File: config.mk
export PLATFORM = sky130hd
export DESIGN_NAME = countdown_counter
export DESIGN_NICKNAME = d
export VERILOG_FILES = /design/src/rtl/countdown_pkg.sv /design/src/rtl/countdown_counter.sv
export SDC_FILE = /design/constraint.sdc
export NUM_CORES = 1
export LEC_CHECK = 0
export ABC_AREA = 1
export BUFFER_PORTS_ARGS = -buffer_cell sky130_fd_sc_hd__clkbuf_2
export CAP_MARGIN = 20
export CORE_ASPECT_RATIO = 0.8
export CORE_MARGIN = 2
export CORE_UTILIZATION = 30
export DETAILED_ROUTE_END_ITERATION = 6
export PLACE_DENSITY_LB_ADDON = 0.15
export SETUP_SLACK_MARGIN = 0.05
export SKIP_CTS_REPAIR_TIMING = 1
export SLEW_MARGIN = 5
export SYNTH_ARGS = -nofsm -noshare
export SYNTH_HDL_FRONTEND = slang
export SYNTH_SLANG_ARGS = --single-unit
File: constraint.sdc
create_clock -name clk -period 2.6 [get_ports clk]
set_input_delay 0.13 -clock clk [delete_from_list [all_inputs] [get_ports clk]]
set_output_delay 0.13 -clock clk [all_outputs]
set_load 0.01 [all_outputs]
File: src/rtl/countdown_pkg.sv
`default_nettype none
// ============================================================================
// Module      : countdown_pkg
// Description : Shared types and constants for the loadable down-counter.
//               - state_t: FSM state encoding (IDLE, COUNT, DONE)
//               - DEFAULT_DATA_WIDTH: default counter / load-value width
// Revision    : 1.0 - initial release
// ============================================================================
package countdown_pkg;

    localparam int DEFAULT_DATA_WIDTH = 8;

    typedef enum logic [1:0] {
        IDLE  = 2'd0,
        COUNT = 2'd1,
        DONE  = 2'd2
    } state_t;

endpackage : countdown_pkg
`default_nettype wire

File: src/rtl/countdown_counter.sv
`default_nettype none
// ============================================================================
// Module      : countdown_counter
// Description : Loadable down-counter with a start/ready/done handshake.
//               A controller loads a count while ready; the counter then
//               decrements on every enable cycle. After reaching zero, one
//               more enable cycle produces a single-cycle done pulse.
//               A run of L therefore takes L+1 enable cycles.
//
// Optional feature (compile-time macro):
//   COUNTDOWN_AUTO_RELOAD_EN - when defined, DONE reloads the counter from
//                              the value latched at start and keeps
//                              counting; only abort or reset return to IDLE.
//
// Ports:
//   clk        in   rising-edge clock
//   reset      in   synchronous, active-high reset
//   start      in   load request, accepted only while ready
//   load_value in   count to run, sampled on an accepted start
//   enable     in   count qualifier
//   abort      in   cancel any operation, back to IDLE with counter 0
//   ready      out  high in IDLE
//   busy       out  high in COUNT and DONE
//   done       out  one-cycle completion pulse (high in DONE)
//   zero_count out  high in COUNT while the counter is 0
//   ctr_out    out  current counter value
//
// Revision    : 1.0 - initial release
// ============================================================================
module countdown_counter
    import countdown_pkg::*;
#(
    parameter int DATA_WIDTH = DEFAULT_DATA_WIDTH
) (
    input  logic                  clk,
    input  logic                  reset,
    input  logic                  start,
    input  logic [DATA_WIDTH-1:0] load_value,
    input  logic                  enable,
    input  logic                  abort,
    output logic                  ready,
    output logic                  busy,
    output logic                  done,
    output logic                  zero_count,
    output logic [DATA_WIDTH-1:0] ctr_out
);

    state_t                r_state;
    state_t                w_state_next;
    logic [DATA_WIDTH-1:0] r_ctr;
    logic [DATA_WIDTH-1:0] w_ctr_next;
    logic                  w_ctr_is_zero;

    assign w_ctr_is_zero = (r_ctr == '0);

`ifdef COUNTDOWN_AUTO_RELOAD_EN
    logic [DATA_WIDTH-1:0] r_reload;
    logic [DATA_WIDTH-1:0] w_reload_next;
`endif

    // ------------------------------------------------------------------
    // State, counter and reload registers
    // ------------------------------------------------------------------
    always_ff @(posedge clk) begin
        if (reset) begin
            r_state <= IDLE;
            r_ctr   <= '0;
        end else begin
            r_state <= w_state_next;
            r_ctr   <= w_ctr_next;
        end
    end

`ifdef COUNTDOWN_AUTO_RELOAD_EN
    always_ff @(posedge clk) begin
        if (reset) begin
            r_reload <= '0;
        end else begin
            r_reload <= w_reload_next;
        end
    end
`endif

    // ------------------------------------------------------------------
    // Next-state and next-counter logic
    // ------------------------------------------------------------------
    always_comb begin
        w_state_next = r_state;
        w_ctr_next   = r_ctr;
`ifdef COUNTDOWN_AUTO_RELOAD_EN
        w_reload_next = r_reload;
`endif

        // abort dominates every state, including a simultaneous start
        if (abort) begin
            w_state_next = IDLE;
            w_ctr_next   = '0;
        end else begin
            case (r_state)
                IDLE: begin
                    if (start) begin
                        w_state_next = COUNT;
                        w_ctr_next   = load_value;
`ifdef COUNTDOWN_AUTO_RELOAD_EN
                        w_reload_next = load_value;
`endif
                    end
                end

                COUNT: begin
                    // Zero is detected before decrementing, so the counter
                    // never wraps and sits at 0 through DONE.
                    if (enable) begin
                        if (w_ctr_is_zero) begin
                            w_state_next = DONE;
                        end else begin
                            w_ctr_next = r_ctr - DATA_WIDTH'(1);
                        end
                    end
                end

                DONE: begin
`ifdef COUNTDOWN_AUTO_RELOAD_EN
                    w_state_next = COUNT;
                    w_ctr_next   = r_reload;
`else
                    w_state_next = IDLE;
`endif
                end

                default: begin
                    w_state_next = IDLE;
                    w_ctr_next   = '0;
                end
            endcase
        end
    end

    // ------------------------------------------------------------------
    // Outputs: decoded from registered state only
    // ------------------------------------------------------------------
    assign ready      = (r_state == IDLE);
    assign busy       = (r_state == COUNT) || (r_state == DONE);
    assign done       = (r_state == DONE);
    assign zero_count = (r_state == COUNT) && w_ctr_is_zero;
    assign ctr_out    = r_ctr;

endmodule : countdown_counter
`default_nettype wire
Yosys cells after proc, flatten, opt, wreduce, memory -nomap -nowiden:

Index checks and enable logic that the tools add are counted.

* logic and storage cells: 25
* register bits: 10
* output and inout port bits: 12

* bitwise gates (word level): 1
* eq/ne operators: 6
* reduce and logical (&&, ||, !) cells: 7
* muxes and demuxes: 8
* $add $sub $neg: 1

Operators by type and width (count)
* 2-to-1 mux 8 bit: 3
* one-hot mux 8 bit (3 select lines): 1
* logical NOT 8 bit: 1
* != test 2 bit, second input constant: 4
* subtractor 8 x 1 -> 8 bit, second input constant: 1
* 2-to-1 mux 2 bit: 3
* one-hot mux 2 bit (2 select lines): 1
* AND reduction 4 bit: 1
* AND reduction 3 bit: 1
* equality test 2 x 1 -> 1 bit, second input constant: 1
* equality test 2 bit, second input constant: 1
* logical NOT 2 bit: 1
* OR reduction 2 bit: 1
* logical AND 1 bit: 1
* logical OR 1 bit: 1
* NOT 1 bit: 1

Depth between registers and ports, before layout:

* word-level depth: 4
* gate-level depth with buffers: 10
* mapped depth without buffers: 9

Least setup slack after synthesis:

OpenSTA, ideal clock, no wires.

* path kind: reg2reg
* from: reg r_state[0]
* to: reg r_ctr[4] (netlist: ctr_out[4])
* arrival time: 1.343 ns
* cell stages (with the launch flop): 11
* clock period less this slack: 1.407 ns
* slack: 1.193 ns
* data required time: 2.536 ns
* library setup time: 0.064 ns
* cell sequence: dfxtp_1 -> inv_1 -> ha_1 -> buf_6 -> nand2_2 -> o21ai_2 -> nor2_4 -> nand2_4 -> nand2_1 -> nand2_1 -> nor2_1

* cells in the longest elaborated chain, start to end: 3

Ends and longest elaborated chain
* start, declared: RTL line countdown_counter.sv:48 `state_t r_state;`
* start signal, assigned: RTL line countdown_counter.sv:69 `r_state <= w_state_next;`
* logical NOT 2 bit *
* named net ready: RTL line countdown_counter.sv:41 `output logic ready,`
* != test 2 bit (no line)
* AND reduction 4 bit (no line)
* end signal, assigned: RTL line countdown_counter.sv:70 `r_ctr <= w_ctr_next;`
* end, declared: RTL line countdown_counter.sv:50 `logic [DATA_WIDTH-1:0] r_ctr;`

The timed path passes the listed nets; every way through them passes the cells marked *.
A chain may end at the register's enable or synchronous reset.

Worst setup path after layout:

* from: reg r_ctr[0] (netlist: ctr_out[0])
* to: out zero_count

* cells in the longest elaborated chain, start to end: 2

Ends and longest elaborated chain
* logical NOT 8 bit: RTL line countdown_counter.sv:54 `assign w_ctr_is_zero = (r_ctr == '0);`
* logical AND 1 bit: RTL line countdown_counter.sv:145 `assign zero_count = (r_state == COUNT) && w_ctr_is_zero;`
* end, declared: RTL line countdown_counter.sv:44 `output logic zero_count,`

No other way between the ends.

==> metrics.csv <==
stage,metric,value,unit
place,placed_cell_area,917,µm²
clock_network,clk_pin_slew_worst_paths,0.08,ns
run_status,outcome,finished clean,
clock_network,clock-sinks,10,
logic_synthesis,synth_cells,124,
clock_network,clk_latency,0.27,ns
clock_network,clk_path_buf_depth,2,
power,max-vdd-ir-drop,0.192,mV
global_routing,grt_remaining_overflow,0,
place,port_buffers,24,
place,place.gp.congestion,0.753,
clock_network,cts-buffers-inserted,3,
timing,tightest_slew,0.436,ns
global_routing,grt_max_degree,12,
logic_synthesis,syn-num-nets,141,
die,row_count,16,
worst_setup_path,regToRegStartpoint,r_state[0],
worst_setup_path,r2r_slack,1.00,ns
cells_and_area,n_antenna_cell,0,
timing,max_freq,0.572,GHz
worst_setup_path,cp_data_required_time,2.47,ns
cells_and_area,final_cells,186,
die,die-width,60.8,µm
power,sequentialPowerShare,36.4,%
die,initial_core_util,31.7,%
route,routed_wl,1870,µm
worst_setup_path,r2r_end,ctr_out[3],
worst_setup_path,crit_path_end_kind,output port,
min_path,min_path_cells,5,
place,dpl.hpwl,1470,µm
run,max_cap_violations,0,
die,io-pin-count,25,
place,pre_cts_ws,1.02,ns
worst_setup_path,start_kind,flop,
timing,finalCriticalPeriod,1.75,ns
global_routing,grt_pass1_vias,754,
timing,max_slew_margin,70.9,%
cells_and_area,finalInstanceArea,953,µm²
power,pwr-share-comb,32.7,%
cells_and_area,mostFrequentLayoutCells,"nand2_1, clkbuf_2, nor2_1",
route,avgRoutedWirePerCell,10.1,µm
timing,setup_tns,0,ns
die,core,2440,µm²
cells_and_area,fillCellCount,297,
cells_and_area,finish.utilization,39.0,%
timing,period_share,67.2,%
logic_synthesis,yosysSeqAreaShare,25.8,%
place,place_inst,182,
worst_setup_path,cp.arrival,1.62,ns
clock_network,cts_tree,yes,
logic_synthesis,yosys_warnings,0,
logic_synthesis,netlist_area,774,µm²
timing,drv_slew,0,
route,num_vias,831,
route,antenna_left,0,
worst_setup_path,critPathKind,reg2out,
cells_and_area,drive_above_1_share,29.3,%
route,firstDrtPassIters,4,
die,dieArea,3010,µm²
worst_setup_path,path_max_fanout,8,
clock_network,cts-root-buf,clkbuf_4,
timing,hold_viol,0,
logic_synthesis,ys_ff_latch,10,
cells_and_area,area_growth,23.1,%
worst_setup_path,reg2reg_depth,9,
route,route.detailed.drc,0,
min_path,holdPathEnd,ctr_out[3],
timing,layout_setup_ws,0.852,ns
cells_and_area,ff_latch_area,200,µm²
min_path,hold_start,load_value[3],
logic_synthesis,yosysUniqueCellTypes,18,
cells_and_area,nNetsFinal,168,
die,fp.dieH,49.4,µm
timing,rsz0062_at_grt,no,
power,p_clk_share,30.8,%
cells_and_area,multi_input_area,489,µm²
timing,finClkSkew,0.00874,ns
min_path,hp-class,in2reg,
cells_and_area,layout_commonest_cell,nand2_1,
power,p_sw,0.000169,W
power,swShare,35.4,%
logic_synthesis,synth.avg_cell_area,6.25,µm²
power,p_int,0.000308,W
power,power.density,500,nW/µm²
route,avgViaCountPerCell,4.47,
route,drtIter0Drc,33,
power,p_leak,0.491,nW
global_routing,grt_usage,13.8,%
clock_network,htreeDepth,1,
global_routing,grt_pass1_wl,3240,µm
timing,setup_viol,0,
global_routing,antenna_found_initial,0,
power groups by stage:
stage                     registers, W  clock network [W]  logic (W)
after floorplan               0.000178                  0   0.000118
after global placement        0.000177                  0   0.000158
after detailed placement      0.000177                  0   0.000156
after CTS                     0.000173           0.000150   0.000157
after global routing          0.000175           0.000158   0.000179
final                         0.000174           0.000147   0.000156
cells in the mapped netlist:
master / count / share of area [%]
nand2_1: 37 / 18
nor2_1: 18 / 8.7
nand3_1: 13 / 8.4
dfxtp_1: 10 / 26
inv_1: 10 / 4.8
a21oi_1: 7 / 4.5
o21ai_0: 6 / 3.9
inv_2: 5 / 2.4
ha_1: 4 / 6.5
nand2_2: 3 / 2.4
nor2_4: 3 / 4.4
buf_6: 2 / 2.9
inv_4: 1 / 0.81
nand2_4: 1 / 1.5
nand3_4: 1 / 2.3
nand4_1: 1 / 0.81
nor2_2: 1 / 0.81
o21ai_2: 1 / 1.1
flip-flops by register name, summed over array words and instances (netlist names):
signal   count
r_state      2
ctr_out      8
critical path, stage by stage (launching register included):
cell,delay (ns)
dfxtp_1,0.38
inv_1,0.10
ha_1,0.26
nand2_2,0.11
nor2_4,0.14
nand3_4,0.14
inv_2,0.09
clkbuf_2,0.13
cell families after synthesis:
kind of cell | count (synthesis) | synth area share, %
adder cells (fa/ha/maj) | 4 | 6.46
AND/OR/NAND/NOR | 78 | 47.2
buffers and inverters | 18 | 11.0
flip-flops | 10 | 25.8
AO/OA/AOI/OAI | 14 | 9.53
per-stage QoR:
stage	hold WS, ns	power (W)
after global placement	0.444	0.000334
after global routing	0.207	0.000511
final	0.176	0.000477
after detailed placement	0.444	0.000333
after CTS	0.170	0.000481
after floorplan	0.337	0.000296
cell type report:
cell class                      count  area share [%]
Clock buffer                        4            3.81
Inverter                           16            6.56
Multi-Input combinational cell     96            51.3
Sequential cell                    10            21.0
Tap cell                           36            4.72
Timing Repair Buffer               24            12.6
per-layer routing:
metal	global-route usage, %	part of all wire [%]	up-vias
met4	1.09	0.43	0
li1	-	-	445
met2	19.5	42	19
met1	20.3	51	365
met5	0	0	-
met3	5.57	6.1	2
worst max path at each step:
| stage | from | slack [ns] | to |
|---|---|---|---|
| 4_1_cts | ctr_out[0] | 0.85 | zero_count |
| 5_1_grt | ctr_out[0] | 0.76 | zero_count |
| 2_1_floorplan | r_state[0] | 1.19 | ctr_out[4] |
| 6_report | ctr_out[0] | 0.85 | zero_count |
| 3_5_place_dp | r_state[0] | 1.02 | ctr_out[3] |
| 3_3_place_gp | r_state[0] | 1.03 | ctr_out[5] |
No activity file was read; power rests on OpenSTA's default activity.
